--- config.mk ---
export PLATFORM = sky130hd
export DESIGN_NAME = crc_enc_arbiter
export DESIGN_NICKNAME = d
export VERILOG_FILES = /design/src/rtl/crc_enc_arbiter_pkg.sv /design/src/rtl/crc_enc_arbiter_crc_three.sv /design/src/rtl/crc_enc_arbiter.sv
export SDC_FILE = /design/constraint.sdc
export NUM_CORES = 1
export LEC_CHECK = 0
export CORE_UTILIZATION = 25
export CTS_BUF_LIST = sky130_fd_sc_hd__clkbuf_8
export CTS_CLUSTER_SIZE = 20
export DETAILED_ROUTE_END_ITERATION = 7
export RECOVER_POWER = 100
export REMOVE_ABC_BUFFERS = 1
export SKIP_LAST_GASP = 1
export SLEW_MARGIN = 20
export SYNTH_ARGS = -nofsm -noshare
export SYNTH_HDL_FRONTEND = slang
export SYNTH_SLANG_ARGS = --single-unit
export TNS_END_PERCENT = 100
--- constraint.sdc ---
create_clock -name i_clk -period 1.68 [get_ports i_clk]
set_clock_uncertainty 0.2 [all_clocks]
set_input_delay 0.336 -clock i_clk [delete_from_list [all_inputs] [get_ports i_clk]]
set_output_delay 0.336 -clock i_clk [all_outputs]
set_load 0.1 [all_outputs]
--- src/rtl/crc_enc_arbiter_pkg.sv ---
// Shared types and widths for the round-robin CRC encoder/serializer.
// Holds the FSM state encoding and the codeword geometry (3 data + 4 check bits).
package crc_enc_pkg;

  localparam int DATA_W = 3;
  localparam int CRC_W  = 4;
  localparam int CW_W   = DATA_W + CRC_W;
  localparam int CNT_W  = 3;

  localparam logic [CNT_W-1:0] CNT_FIRST = CNT_W'(CW_W - 1);

  typedef enum logic {
    ST_IDLE  = 1'b0,
    ST_SHIFT = 1'b1
  } state_t;

endpackage

--- src/rtl/crc_enc_arbiter_crc_three.sv ---
// Combinational check-bit generator for a 3-bit data word; zero latency, no flow control.
// Output order is {c3,c2,c1,c0}.
module crc_three
  import crc_enc_pkg::*;
(
  input  logic [DATA_W-1:0] i_data,
  output logic [CRC_W-1:0]  o_crc
);

  assign o_crc = {i_data[2] ^ i_data[1],
                  i_data[1] ^ i_data[0],
                  ^i_data,
                  i_data[2] ^ i_data[0]};

endmodule

--- src/rtl/crc_enc_arbiter.sv ---
// Two-requester round-robin arbiter feeding a 7-bit CRC codeword serializer, MSB first.
// Latency: first bit one cycle after acceptance; i_ser_ready low freezes the shifter in place.
module crc_enc_arbiter
  import crc_enc_pkg::*;
#(
  parameter int unsigned RR_INIT = 0
) (
  input  logic              i_clk,
  input  logic              i_rst,
  input  logic              i_req0_valid,
  input  logic [DATA_W-1:0] i_req0_data,
  output logic              o_req0_ready,
  input  logic              i_req1_valid,
  input  logic [DATA_W-1:0] i_req1_data,
  output logic              o_req1_ready,
  output logic              o_ser_bit,
  output logic              o_ser_valid,
  output logic              o_ser_sof,
  output logic              o_ser_src,
  input  logic              i_ser_ready,
  output logic [7:0]        o_cw_count
);

  state_t            r_state, w_state_nxt;
  logic [CW_W-1:0]   r_cw, w_cw_nxt;
  logic [CNT_W-1:0]  r_cnt, w_cnt_nxt;
  logic              r_src, w_src_nxt;
  logic              r_ptr, w_ptr_nxt;
  logic [7:0]        r_cw_count, w_cw_count_nxt;

  logic              w_grant_vld;
  logic              w_grant_idx;
  logic [DATA_W-1:0] w_grant_dat;
  logic [CRC_W-1:0]  w_crc;

  // Priority pointer only matters when both requesters contend.
  always_comb begin
    w_grant_vld = i_req0_valid | i_req1_valid;
    w_grant_idx = (i_req0_valid && i_req1_valid) ? r_ptr : i_req1_valid;
    w_grant_dat = w_grant_idx ? i_req1_data : i_req0_data;
  end

  crc_three u_crc (
    .i_data (w_grant_dat),
    .o_crc  (w_crc)
  );

  always_comb begin
    w_state_nxt     = r_state;
    w_cw_nxt        = r_cw;
    w_cnt_nxt       = r_cnt;
    w_src_nxt       = r_src;
    w_ptr_nxt       = r_ptr;
    w_cw_count_nxt  = r_cw_count;
    o_req0_ready    = 1'b0;
    o_req1_ready    = 1'b0;
    o_ser_valid     = 1'b0;
    o_ser_bit       = 1'b0;
    o_ser_sof       = 1'b0;
    case (r_state)
      ST_IDLE: begin
        if (!i_rst && w_grant_vld) begin
          o_req0_ready = ~w_grant_idx;
          o_req1_ready = w_grant_idx;
          w_state_nxt  = ST_SHIFT;
          w_cw_nxt     = {w_grant_dat, w_crc};
          w_cnt_nxt    = CNT_FIRST;
          w_src_nxt    = w_grant_idx;
          w_ptr_nxt    = ~w_grant_idx;
        end
      end
      ST_SHIFT: begin
        o_ser_valid = 1'b1;
        o_ser_bit   = r_cw[CW_W-1];
        o_ser_sof   = (r_cnt == CNT_FIRST);
        if (i_ser_ready) begin
          w_cw_nxt  = {r_cw[CW_W-2:0], 1'b0};
          w_cnt_nxt = r_cnt - 1'b1;
          if (r_cnt == '0) begin
            w_state_nxt    = ST_IDLE;
            w_cw_count_nxt = r_cw_count + 8'd1;
          end
        end
      end
      default: w_state_nxt = ST_IDLE;
    endcase
  end

  always_ff @(posedge i_clk) begin
    if (i_rst) begin
      r_state    <= ST_IDLE;
      r_cw       <= '0;
      r_cnt      <= '0;
      r_src      <= 1'b0;
      r_ptr      <= 1'(RR_INIT);
      r_cw_count <= '0;
    end else begin
      r_state    <= w_state_nxt;
      r_cw       <= w_cw_nxt;
      r_cnt      <= w_cnt_nxt;
      r_src      <= w_src_nxt;
      r_ptr      <= w_ptr_nxt;
      r_cw_count <= w_cw_count_nxt;
    end
  end

  assign o_ser_src  = r_src;
  assign o_cw_count = r_cw_count;

endmodule

==> results of run 1 <==
## worst max-delay path, stage by stage (launching register included)
cell	delay, ns
dfxtp_2	0.34
or3_4	0.37
a21oi_4	0.15
buf_12	0.19
## registers in the layout (all words and copies together), names as in the netlist
register,count
o_cw_count,8
o_ser_src,1
r_cnt,3
r_cw,7
r_ptr,1
r_state,1
## per-stage QoR
step	util	instance area, um2	std cells
final	0.376	1670	226
after global routing	0.376	1670	226
after global placement	0.385	1710	222
after CTS	0.402	1790	226
after detailed placement	0.385	1710	222
after floorplan	-	1140	129
## cell families (layout without fill, tap and decap cells)
logic type                 after synthesis  after routing
adders and majority gates                4              4
DFF                                     21             21
xor gates and xnor gates                15             15
muxes                                    2              2
and+or+nand+nor                         48             48
buffers and inverters                   13             51
AOI/OAI and AO/OA                       33             33
## synthesized netlist by cell type, types with 2 or more instances
cell type  count
buf_2          5
nor3_1         6
nand4_1        2
nor2_1        13
and2_1         2
xor2_1         5
xnor2_1       10
inv_1          6
o21ai_0        8
ha_1           4
nor2b_1        3
dfxtp_1       21
mux2i_1        2
or3_1          2
a21oi_1       11
o41ai_2        3
nand3_1        5
nand2_1        8
a31o_2         2
## how the worst max path moves through the flow
| stage | start | to | slack [ns] | depth (start not counted) |
|---|---|---|---|---|
| after CTS | r_state | o_req0_ready | -0.18 | 3 |
| after detailed placement | i_req1_valid | o_req0_ready | -0.53 | 5 |
| after global placement | i_rst | o_req0_ready | -0.53 | 4 |
| final | r_state | o_req0_ready | -0.17 | 3 |
| after global routing | r_state | o_req0_ready | -0.20 | 3 |
| after floorplan | r_state | o_req0_ready | -1.71 | 2 |
## per-layer routing
layer / routed length [um] / track usage / vias to the layer above
li1: - / - / 552
met3: 215 / 0.0313 / 5
met1: 1240 / 0.148 / 498
met2: 1210 / 0.195 / 40
met4: 31 / 0.0400 / 0
met5: 0 / 0 / -
## where the power goes
| part | leakage (nW) | switching, W | internal, W |
|---|---|---|---|
| registers | 0.173 | 0.0000232 | 0.000534 |
| logic | 0.480 | 0.000230 | 0.000163 |
| clock network | 0.0255 | 0.000174 | 0.000166 |
| total | 0.679 | 0.000428 | 0.000862 |
## final cells by class
type / instances / area share
multi-input cells: 102 / 0.439
flip-flops and latches: 21 / 0.253
repair buffers: 41 / 0.227
well taps: 52 / 0.0390
clock buffers: 3 / 0.0247
inverters: 6 / 0.0135
clock inverters: 1 / 0.00300
## timing repair
item / in CTS / in global routing
resized for setup: 21 / 2
setup endpoints to repair: 11 / 7
pin swaps: 2 / 1
gates cloned: 0 / 0
hold endpoints to repair: 0 / 0
==> results by group, run 1 <==
Run status
  • Status: finished, violations left
  • Failing checks: DRC, setup timing

Synth
  • Simple-gate portion of the synthesized area: 0.215
  • Yosys top cell by area: dfxtp_1
  • Cell Area, Synth: 1180 um2
  • Cells after synthesis: 136
  • Netlist cell types: 37
  • #FFs+latches synth: 21
  • Yosys top cell area share: 0.357
  • Adder-cell share of the synthesized area: 0.0426
  • Leading post-synthesis cells by cell area: dfxtp_1 (36%), xnor2_1 (7.4%), a21oi_1 (4.7%), ha_1 (4.3%), nor2_1 (4.1%)
  • Post-synthesis compound-gate area fraction: 0.206
  • Largest family of logic cells by synthesized area: simple AND/OR/NAND/NOR gates
  • Post-synth top flop: dfxtp_1
  • Post-Synth XOR/XNOR Area: 0.112
  • Mux cell area share after synthesis: 0.0170
  • FFs w/ async S/R, synth: 0
  • Sequential share of the synthesized area: 0.357
  • Post-Syn Area per Cell: a little under 9 um2
  • Post-synth EDFFs: 0
  • Yosys warns: 0

Floorplan
  • Die W: 70.6 um
  • Die Area: about 5000 um2
  • Core area: around 4400 um2
  • Standard-cell row count: 24
  • Initial core utilization: 0.265
  • DIE HEIGHT: 70.6 um
  • IO Count: 25

STA
  • Minimum clock period: about 1.8 ns
  • Fmax: ~540 MHz
  • Setup TNS: -0.708 ns
  • Final hold violation count: 0
  • Final Max Slew Viols: 0
  • RSZ-0062 raised after global routing: yes
  • Least-Margin Pin Slew: 0.490 ns
  • Final hold slack: 0.283 ns
  • Worst setup margin: -0.169 ns
  • Slew margin rel.: 0.676
  • Final cycle utilization of the critical path: 1.10
  • # setup viols final: 11

Clocking
  • Reg clk slew, reported paths: 0.08 ns
  • Post-CTS setup buffer count: 0
  • Root Driver: clkbuf_8
  • Htree depth: 1
  • Clk_lat worst skew: 0.26 ns
  • Clk buf depth: 2
  • Hold-fix buffers, CTS: 0
  • Clock sink count: 21
  • TritonCTS clock tree: built
  • Cts bufs inserted: 3

Critical path
  • RR Startpoint: r_ptr
  • Crit end category: primary output
  • Reg2reg path depth: 5
  • Setup slack, reg-to-reg: 0.14 ns
  • Critical Path RT: around 1.1 ns
  • Startpoint Class: flip-flop
  • Crit-path max FO: 3
  • Kind of critical path: reg -> out
  • Worst EP arrival: 1.31 ns
  • Reg2reg end: r_cw[6]

Routing
  • DRC: 6
  • TritonRoute pass-1 iters: 6
  • Vias per cell: 4.85
  • Drt total wl: 2690 um
  • First-iteration detailed-routing DRC count: 46
  • Avg WL per Cell: around 12 um
  • Post-route ant nets: 0
  • DR vias: 1095

Placement
  • DP Worst Slack: -0.531 ns
  • Number of port buffers: 24
  • Routability congestion estimate: a little under 0.8
  • Hpwl dp: around 2100 um

Worst hold path
  • Hold Path Class: reg -> reg
  • Destination of the worst hold path: r_cw[6]
  • Hold_sp: r_cw[6]
  • WHS Path Cells: 2

Layout
  • Final #Nets: 190
  • Share of cells above drive strength 1: 0.316
  • Synth-to-layout area growth: 41.9%
  • Most frequent cells in the layout: dfxtp_1 (19), buf_4 (16), nor2_1 (12)
  • Area of the multi-input gates: between 700 and 800 um2
  • Commonest non-fill, non-tap cell in the layout: dfxtp_1
  • # fillers: between 400 and 500
  • Register area: roughly 420 um2
  • N_diodes: 0

Flow run
  • Max_cap viols: 0

Power
  • Tot Pwr: 0.00129 W
  • Lkg Pwr: 0.679 nW
  • Max IR drop VDD: 0.302 mV
  • Power Density: 773 nW/um2

Global route
  • GRT Total Usage: 0.117
  • Initial antenna violation count: 0
  • Largest net degree at the start of global routing: 21
  • Vias in the first global route: about 1000
  • Global-route wire length before repair: 4640 um
  • Gr ovfl total: 0
Power figures use the tool's default switching activity.
==> inputs of run 2 (changes only) <==
Clock period 1.68 ns to 2.3 ns, I/O delays scaled along.
==> results by group, run 2 (same netlist as run 1, synthesis figures left out) <==
Layout
  • Register area: 420 um2 (-0.59%)
  • Post-layout instance count excluding filler cells: 218 (-3.5%)
  • # fillers: 482 (+5.2%)
  • Share of cells above drive strength 1: 0.205 (-0.111)
  • Most frequent cells in the layout: dfxtp_1 (21), nor2_1 (12), xnor2_1 (10), a21oi_1 (10), clkbuf_2 (10)
  • N_diodes: 0 (unchanged)
  • Final #Nets: 182 (-4.2%)
  • Final Util: 0.340 (-0.0355)
  • Fin area: 1510 um2 (-9.4%)
  • Commonest non-fill, non-tap cell in the layout: dfxtp_1
  • Largest register FFs: 8 (unchanged)
  • Area of the multi-input gates: 691 um2 (-5.8%)
  • Synth-to-layout area growth: 28.5%

Clocking
  • Reg clk slew, reported paths: 0.08 ns (about the same)
  • Clock sink count: 21 (unchanged)
  • Cts bufs inserted: 3 (unchanged)
  • Clk_lat worst skew: 0.26 ns (about the same)
  • TritonCTS clock tree: built
  • Post-CTS setup buffer count: 0 (unchanged)
  • Root Driver: clkbuf_8
  • Htree depth: 1 (unchanged)
  • Hold-fix buffers, CTS: 0 (unchanged)
  • Clk buf depth: 2 (unchanged)

Critical path
  • RR Startpoint: r_ptr
  • CP top delay family: simple AND/OR/NAND/NOR gates
  • Crit. Startpoint: i_req1_valid
  • Crit path capture: o_req0_ready
  • Critical Path RT: 1.64 ns (+0.50 ns)
  • Reg2reg end: r_cw[6]
  • Reg2reg path depth: 5 (unchanged)
  • Crit end category: primary output
  • Crit-path max FO: 3 (unchanged)
  • Crit path depth: 5 (+2)
  • Setup slack, reg-to-reg: 0.45 ns (+0.31 ns)
  • Kind of critical path: in -> out
  • Startpoint Class: input pin
  • Slowest Stage Delay on Critical Path: 0.42 ns (+0.05 ns)
  • Worst EP arrival: 1.53 ns (+0.22 ns)
  • Critical path buffers and inverters: 2 (+1)
  • CP max-delay cell: or3_4
  • Worst-path cell chain: dlygate4sd2_1 > nor2_2 > or3_4 > a21oi_4 > buf_6

Global route
  • Vias in the first global route: 989 (-2.9%)
  • Met3 Use GR: 0.0299 (-0.00142)
  • Gr ovfl total: 0 (unchanged)
  • Initial antenna violation count: 0 (unchanged)
  • Global-route wire length before repair: 4490 um (-3.3%)
  • GR met1 Demand/Resource: 0.148 (+0.000488)
  • Largest net degree at the start of global routing: 21 (unchanged)
  • GRT Total Usage: 0.114 (-0.00372)
  • Most Used Layer, Global Route: met2
  • GR Util met2: 0.182 (-0.0129)

Run status
  • Status: finished, violations left
  • Failing checks: DRC

Placement
  • Number of port buffers: 24 (unchanged)
  • Placed Cells: 214 (-3.6%)
  • Hpwl dp: 1930 um (-6.9%)
  • DP Worst Slack: -0.173 ns (+0.358 ns)
  • Routability congestion estimate: 0.823 (+3.6%)
  • Placed inst area: 1540 um2 (-10%)

STA
  • Slew margin rel.: 0.638 (-0.0375)
  • Setup TNS: 0 ns (+0.708 ns)
  • Final cycle utilization of the critical path: 0.951
  • Final hold violation count: 0 (unchanged)
  • Minimum clock period: 2.19 ns
  • Fmax: 457 MHz
  • Worst setup margin: 0.113 ns (+0.281 ns)
  • # setup viols final: 0 (-11)
  • Final Max Slew Viols: 0 (unchanged)
  • RSZ-0062 raised after global routing: no
  • Least-Margin Pin Slew: 0.545 ns (+0.0552 ns)

Floorplan
  • Die Area: 4980 um2 (unchanged)
  • Die W: 70.6 um (unchanged)
  • DIE HEIGHT: 70.6 um (unchanged)
  • Core area: 4440 um2 (unchanged)
  • IO Count: 25 (unchanged)
  • Initial core utilization: 0.265 (unchanged)
  • Standard-cell row count: 24 (unchanged)

Worst hold path
  • Hold Path Class: reg -> reg

Routing
  • Post-route ant nets: 0 (unchanged)
  • TritonRoute pass-1 iters: 6 (unchanged)
  • Drt total wl: 2540 um (-5.7%)
  • DRC: 6 (unchanged)
  • Vias per cell: 4.80 (-0.87%)
  • First-iteration detailed-routing DRC count: 37 (-20%)
  • Avg WL per Cell: 11.6 um (-2.3%)
  • DR vias: 1047 (-4.4%)

Power
  • Power Density: 600 nW/um2 (-22%)
  • Max IR drop VDD: 0.207 mV (-31%)
  • Lkg Pwr: 0.612 nW (-9.8%)

Flow run
  • Max_cap viols: 0 (unchanged)
[run 2: cell types whose count changed in the layout (fill, tap and decap cells not counted), sizes merged]
cell / before / now
buf: 26 / 12
clkbuf: 10 / 14
dlygate4sd2: 0 / 3
clkdlybuf4s15: 1 / 0
[run 2: layer usage]
layer / share of wire / wire [um] / up-vias
met3: 0.045 / 113 / 4
li1: - / - / 539
met5: 0 / 0 / -
met2: 0.45 / 1140 / 26
met1: 0.49 / 1250 / 478
met4: 0.013 / 34 / 0
[run 2: worst min-delay path by stage]
stage / from / end / slack [ns] / cells after the start
2_1_floorplan: r_cw[6] / r_cw[6] / 0.24 / 2
3_3_place_gp: r_cw[6] / r_cw[6] / 0.27 / 2
3_5_place_dp: r_cw[6] / r_cw[6] / 0.27 / 2
4_1_cts: r_cw[6] / r_cw[6] / 0.29 / 2
5_1_grt: o_cw_count[1] / o_cw_count[1] / 0.32 / 2
6_report: r_cw[4] / r_cw[4] / 0.27 / 2
[run 2: cell type report]
cell class / count / share of cell area
Clock buffer: 3 / 0.0273
Clock inverter: 1 / 0.00331
Inverter: 6 / 0.0149
Multi-Input combinational cell: 102 / 0.457
Sequential cell: 21 / 0.278
Tap cell: 52 / 0.0430
Timing Repair Buffer: 33 / 0.176
[run 2: what timing repair did]
item                       4_1_cts  5_1_grt
hold endpoints to repair         0        0
resized for setup                8        0
setup endpoints to repair        2        0
[run 2: per-stage QoR]
step / power, W / hold WS, ns
after floorplan: 0.000583 / 0.244
after global placement: 0.000684 / 0.267
after detailed placement: 0.000685 / 0.265
after CTS: 0.000941 / 0.293
after global routing: 0.000961 / 0.320
final: 0.000907 / 0.271
[run 2: report_power, final]
group,switching [W],internal (W),total [W]
registers,0.0000166,0.000390,0.000406
logic,0.000157,0.0000943,0.000251
clock network,0.000129,0.000121,0.000250
total,0.000302,0.000605,0.000907
[run 2: worst min-delay path: stages (launching register included)]
cell and delay, ns:
dfxtp_1 0.31, nand3_1 0.06, o41ai_1 0.06
==> edit 1: new RTL, settings of run 1 <==
`r_cw` no longer has a reset.
--- a/src/rtl/crc_enc_arbiter.sv
+++ b/src/rtl/crc_enc_arbiter.sv
@@ -89,14 +89,12 @@
   always_ff @(posedge i_clk) begin
     if (i_rst) begin
       r_state    <= ST_IDLE;
-      r_cw       <= '0;
       r_cnt      <= '0;
       r_src      <= 1'b0;
       r_ptr      <= 1'(RR_INIT);
       r_cw_count <= '0;
     end else begin
       r_state    <= w_state_nxt;
-      r_cw       <= w_cw_nxt;
       r_cnt      <= w_cnt_nxt;
       r_src      <= w_src_nxt;
       r_ptr      <= w_ptr_nxt;
@@ -104,6 +102,10 @@
     end
   end
 
+  always_ff @(posedge i_clk) begin
+    r_cw <= w_cw_nxt;
+  end
+
   assign o_ser_src  = r_src;
   assign o_cw_count = r_cw_count;
 
Check against the original RTL: no difference found for any inputs over 10 cycles, from zero or initial values and one cycle with i_rst high; that may be too few to reach the edited logic, so the function may still have changed.
==> edit 1 against run 1 <==
- the flow finishes with violations (negative setup slack)
- worst setup slack better by 3.5 ps
- clock power shrank 5%
- sequential share of layout area up 1.3 points
- synthesized cell count fell by 8.1%
- routed wire length up 15%
- design area rose by 12%
- total power up 5.7%
- die area decreased by 0.41%
- sequential cell count did not move
- area after synthesis shrank 0.43%
==> edit 1: results <==
set metrics [dict create \
    synth.area.top_cells "dfxtp_1 24%, edfxtp_1 18%, a21oi_1 5.1%" \
    irDropWorstVdd_mv 0.414 \
    routed_via_density 4.88 \
    inverters 3 \
    min_to "o_ser_src$_SDFFE_PP0P_" \
    relSlewSlack_pct 79.8 \
    setup_viol 8 \
    dpl.cell_count 217 \
    seq_cells 21 \
    seq_share_pct 26.6 \
    min_from "o_ser_src$_SDFFE_PP0P_" \
    synth_common_cells "14 x dfxtp_1, 12 x a21oi_1, 8 x nand2_1" \
    n_all_buffers 56 \
    p_leak_uw 0.000755 \
    reg2reg_to "o_cw_count[4]$_SDFFE_PP0P_" \
    drtIter0Drc 21 \
    finalSetupTns_ps -676 \
    buf_share_pct 27.2 \
    avgSynthCellArea_um2 9.37 \
    synth-seq-area-share_pct 41.9 \
    synth_edf_count 7 \
    fill_cells 425 \
    multi_input_area_share_pct 39.5 \
    setup_slack_ps -165 \
    clockNetworkAreaShare_pct 2.41 \
    grt_usage_pct 13.0 \
    drive_above_1_share_pct 41.8 \
    synthDistinctLibCells 35 \
    dieArea_um2 4960 \
    multi_input_gates 93 \
    vias 1118 \
    nets 193 \
    status "complete, but fails checks" \
    holdWs_ps 283 \
    grt_pass1_wl_mm 5.21 \
    rr_worst_depth 6 \
    violations "negative setup slack" \
    wirelength_mm 3.10 \
    dp_hpwl_mm 2.24 \
    pre_cts_ws_ps -593 \
    grt_pass1_vias 1164 \
    synthArstFlopShare_pct 0 \
    placed_area_um2 1760 \
]
-- edit 1: cell families after synthesis --
logic type                 count (synthesis)  synth area share (%)
adders and majority gates                  4                  4.27
buffers and inverters                     11                  3.95
and+or+nand+nor                           44                  21.5
xor gates and xnor gates                  10                  8.65
DFF                                       21                  41.9
AOI/OAI and AO/OA                         34                  18.9
muxes                                      1                 0.855
-- edit 1: layer usage --
metal | vias to the layer above | share of wire [%] | global-route usage (%)
li1 | 561 | - | -
met1 | 528 | 43 | 14.9
met2 | 25 | 52 | 24.1
met3 | 4 | 4.3 | 2.31
met4 | 0 | 1.3 | 3.78
met5 | - | 0 | 0
-- edit 1: what timing repair did --
item,in CTS,in global routing
setup buffers,5,3
pin swaps,12,7
endpoints found under the setup margin,25,10
gates resized for setup,31,16
-- edit 1: report_power, final --
group | switching, uW | internal, uW
registers | 17.8 | 571
logic | 243 | 209
clock network | 160 | 163
total | 421 | 943
==> edit 2: new RTL, flow settings as in run 1 <==
Made on the original files. Set the package constant `DATA_W` to 5 (it was 3).
--- a/src/rtl/crc_enc_arbiter_pkg.sv
+++ b/src/rtl/crc_enc_arbiter_pkg.sv
@@ -2,7 +2,7 @@
 // Holds the FSM state encoding and the codeword geometry (3 data + 4 check bits).
 package crc_enc_pkg;
 
-  localparam int DATA_W = 3;
+  localparam int DATA_W = 5;
   localparam int CRC_W  = 4;
   localparam int CW_W   = DATA_W + CRC_W;
   localparam int CNT_W  = 3;
Ports: changed (resized i_req0_data and i_req1_data); port bits go from 25 to 29. The function was not compared with the original's and may differ.
==> edit 2 against run 1 <==
- the run ends with negative setup slack left
- design area rose by 27%
- total power rose by 17%
- routed wire length rose by 27%
- worst setup slack improved by 27 ps
- area after synthesis rose by 15%
- sequential cell count rose by 2
- die area rose by 15%
==> edit 2: results <==
set metrics [dict create \
    wl_per_cell_um 12.1 \
    nets 232 \
    routabilityCongestion 0.877 \
    setup_viol 8 \
    cp_max_fo 2 \
    synth-seq-area-share_pct 34.0 \
    largest_reg_flops 9 \
    fill_cells 534 \
    drt_pass1_iterations 4 \
    avgSynthCellArea_um2 8.91 \
    max_slew.worst_pin.slew_ps 347 \
    drive_above_1_share_pct 39.0 \
    synthDistinctLibCells 41 \
    status "complete, but fails checks" \
    irDropWorstVdd_mv 0.560 \
    grt_max_degree 23 \
    dpl.cell_count 273 \
    wirelength_mm 3.41 \
    synth_common_cells "23 x dfxtp_1, 17 x nor2_1, 16 x a21oi_1" \
    drtIter0Drc 49 \
    dp_hpwl_mm 2.43 \
    pwr-share-comb_pct 37.1 \
    vias 1307 \
    cp-startpoint "r_cnt[1]$_SDFFE_PP0P_" \
    num_antenna_cells 0 \
    setup_slack_ps -141 \
    violations "negative setup slack" \
    worstPathArrival_ps 1290 \
    pre_cts_ws_ps -489 \
    switching_share_pct 33.2 \
    grt_usage_pct 13.1 \
    grt_pass1_wl_mm 5.65 \
    synth.area.top_cells "dfxtp_1 34%, a21oi_1 5.9%, xnor2_1 5.8%" \
    p_leak_uw 0.000898 \
    min_from "r_cw[0]$_SDFFE_PP0P_" \
]
edit 2: changes by cell type after synthesis, moves of 3 or more:
cell      delta
a21oi_1      +5
nor2_1       +4
nand3_1      -3
a31o_1       +4
nand3b_1     +5
o21ai_0      -5
a311o_1      +3
nor3_1       -3
buf_2        -4
edit 2: cells by family after synthesis:
family / Yosys count / share of synthesized area, %
flip-flops: 23 / 34.0
AND/OR/NAND/NOR: 53 / 20.8
XOR/XNOR: 17 / 12.0
AO/OA/AOI/OAI: 40 / 24.3
buffers and inverters: 16 / 6.19
adder cells (fa/ha/maj): 3 / 2.77
edit 2: power by group through the flow:
stage               combinational (uW)  sequential (uW)  clock, uW
finish                             561              606        347
global route                       607              611        391
CTS                                568              609        367
detailed placement                 529              621          0
global placement                   525              621          0
floorplan                          241              669          0
edit 2: through the flow:
step	TNS (ps)	hold WS [ps]	area (um^2)
2_1_floorplan	-20410	202	1300
3_3_place_gp	-5570	250	2050
3_5_place_dp	-6090	255	2050
4_1_cts	-490	268	2200
5_1_grt	-1280	295	2120
6_report	-540	266	2120
edit 2: worst paths after layout:
check	endpoint	slack [ps]	cells past startpoint
max reg2reg	o_cw_count[3]$_SDFFE_PP0P_	-30	7
max	o_ser_sof	-140	5
min reg2reg	r_cw[0]$_SDFFE_PP0P_	270	2
min	r_cw[0]$_SDFFE_PP0P_	270	2
edit 2: layout make-up:
type                       instances  share of cell area (%)
inverter                           7                    1.24
tap                               70                    4.14
clock inverter                     1                   0.236
timing repair buffer              66                    28.3
sequential                        23                    22.0
multi-input combinational        113                    42.1
clock buffer                       3                    1.95
edit 2: layer usage:
layer	vias to the layer above	share of wire [%]	GRT usage (%)	wire length, um
met1	621	46	16.4	1560
met5	-	0	0	0
li1	657	-	-	-
met3	2	4.5	3.17	154
met4	0	0.62	3.70	21
met2	27	49	22.2	1680
edit 2: what timing repair did:
item | in CTS | in global routing
pin swaps | 5 | 7
setup buffers | 5 | 1
gates resized for setup | 25 | 12
setup endpoints to repair | 13 | 15
edit 2: worst max-delay path, stage by stage, from the launching register on:
cell     delay, ps
dfxtp_1        330
inv_1           70
ha_4           170
ha_4           150
and2_4         140
buf_12         160
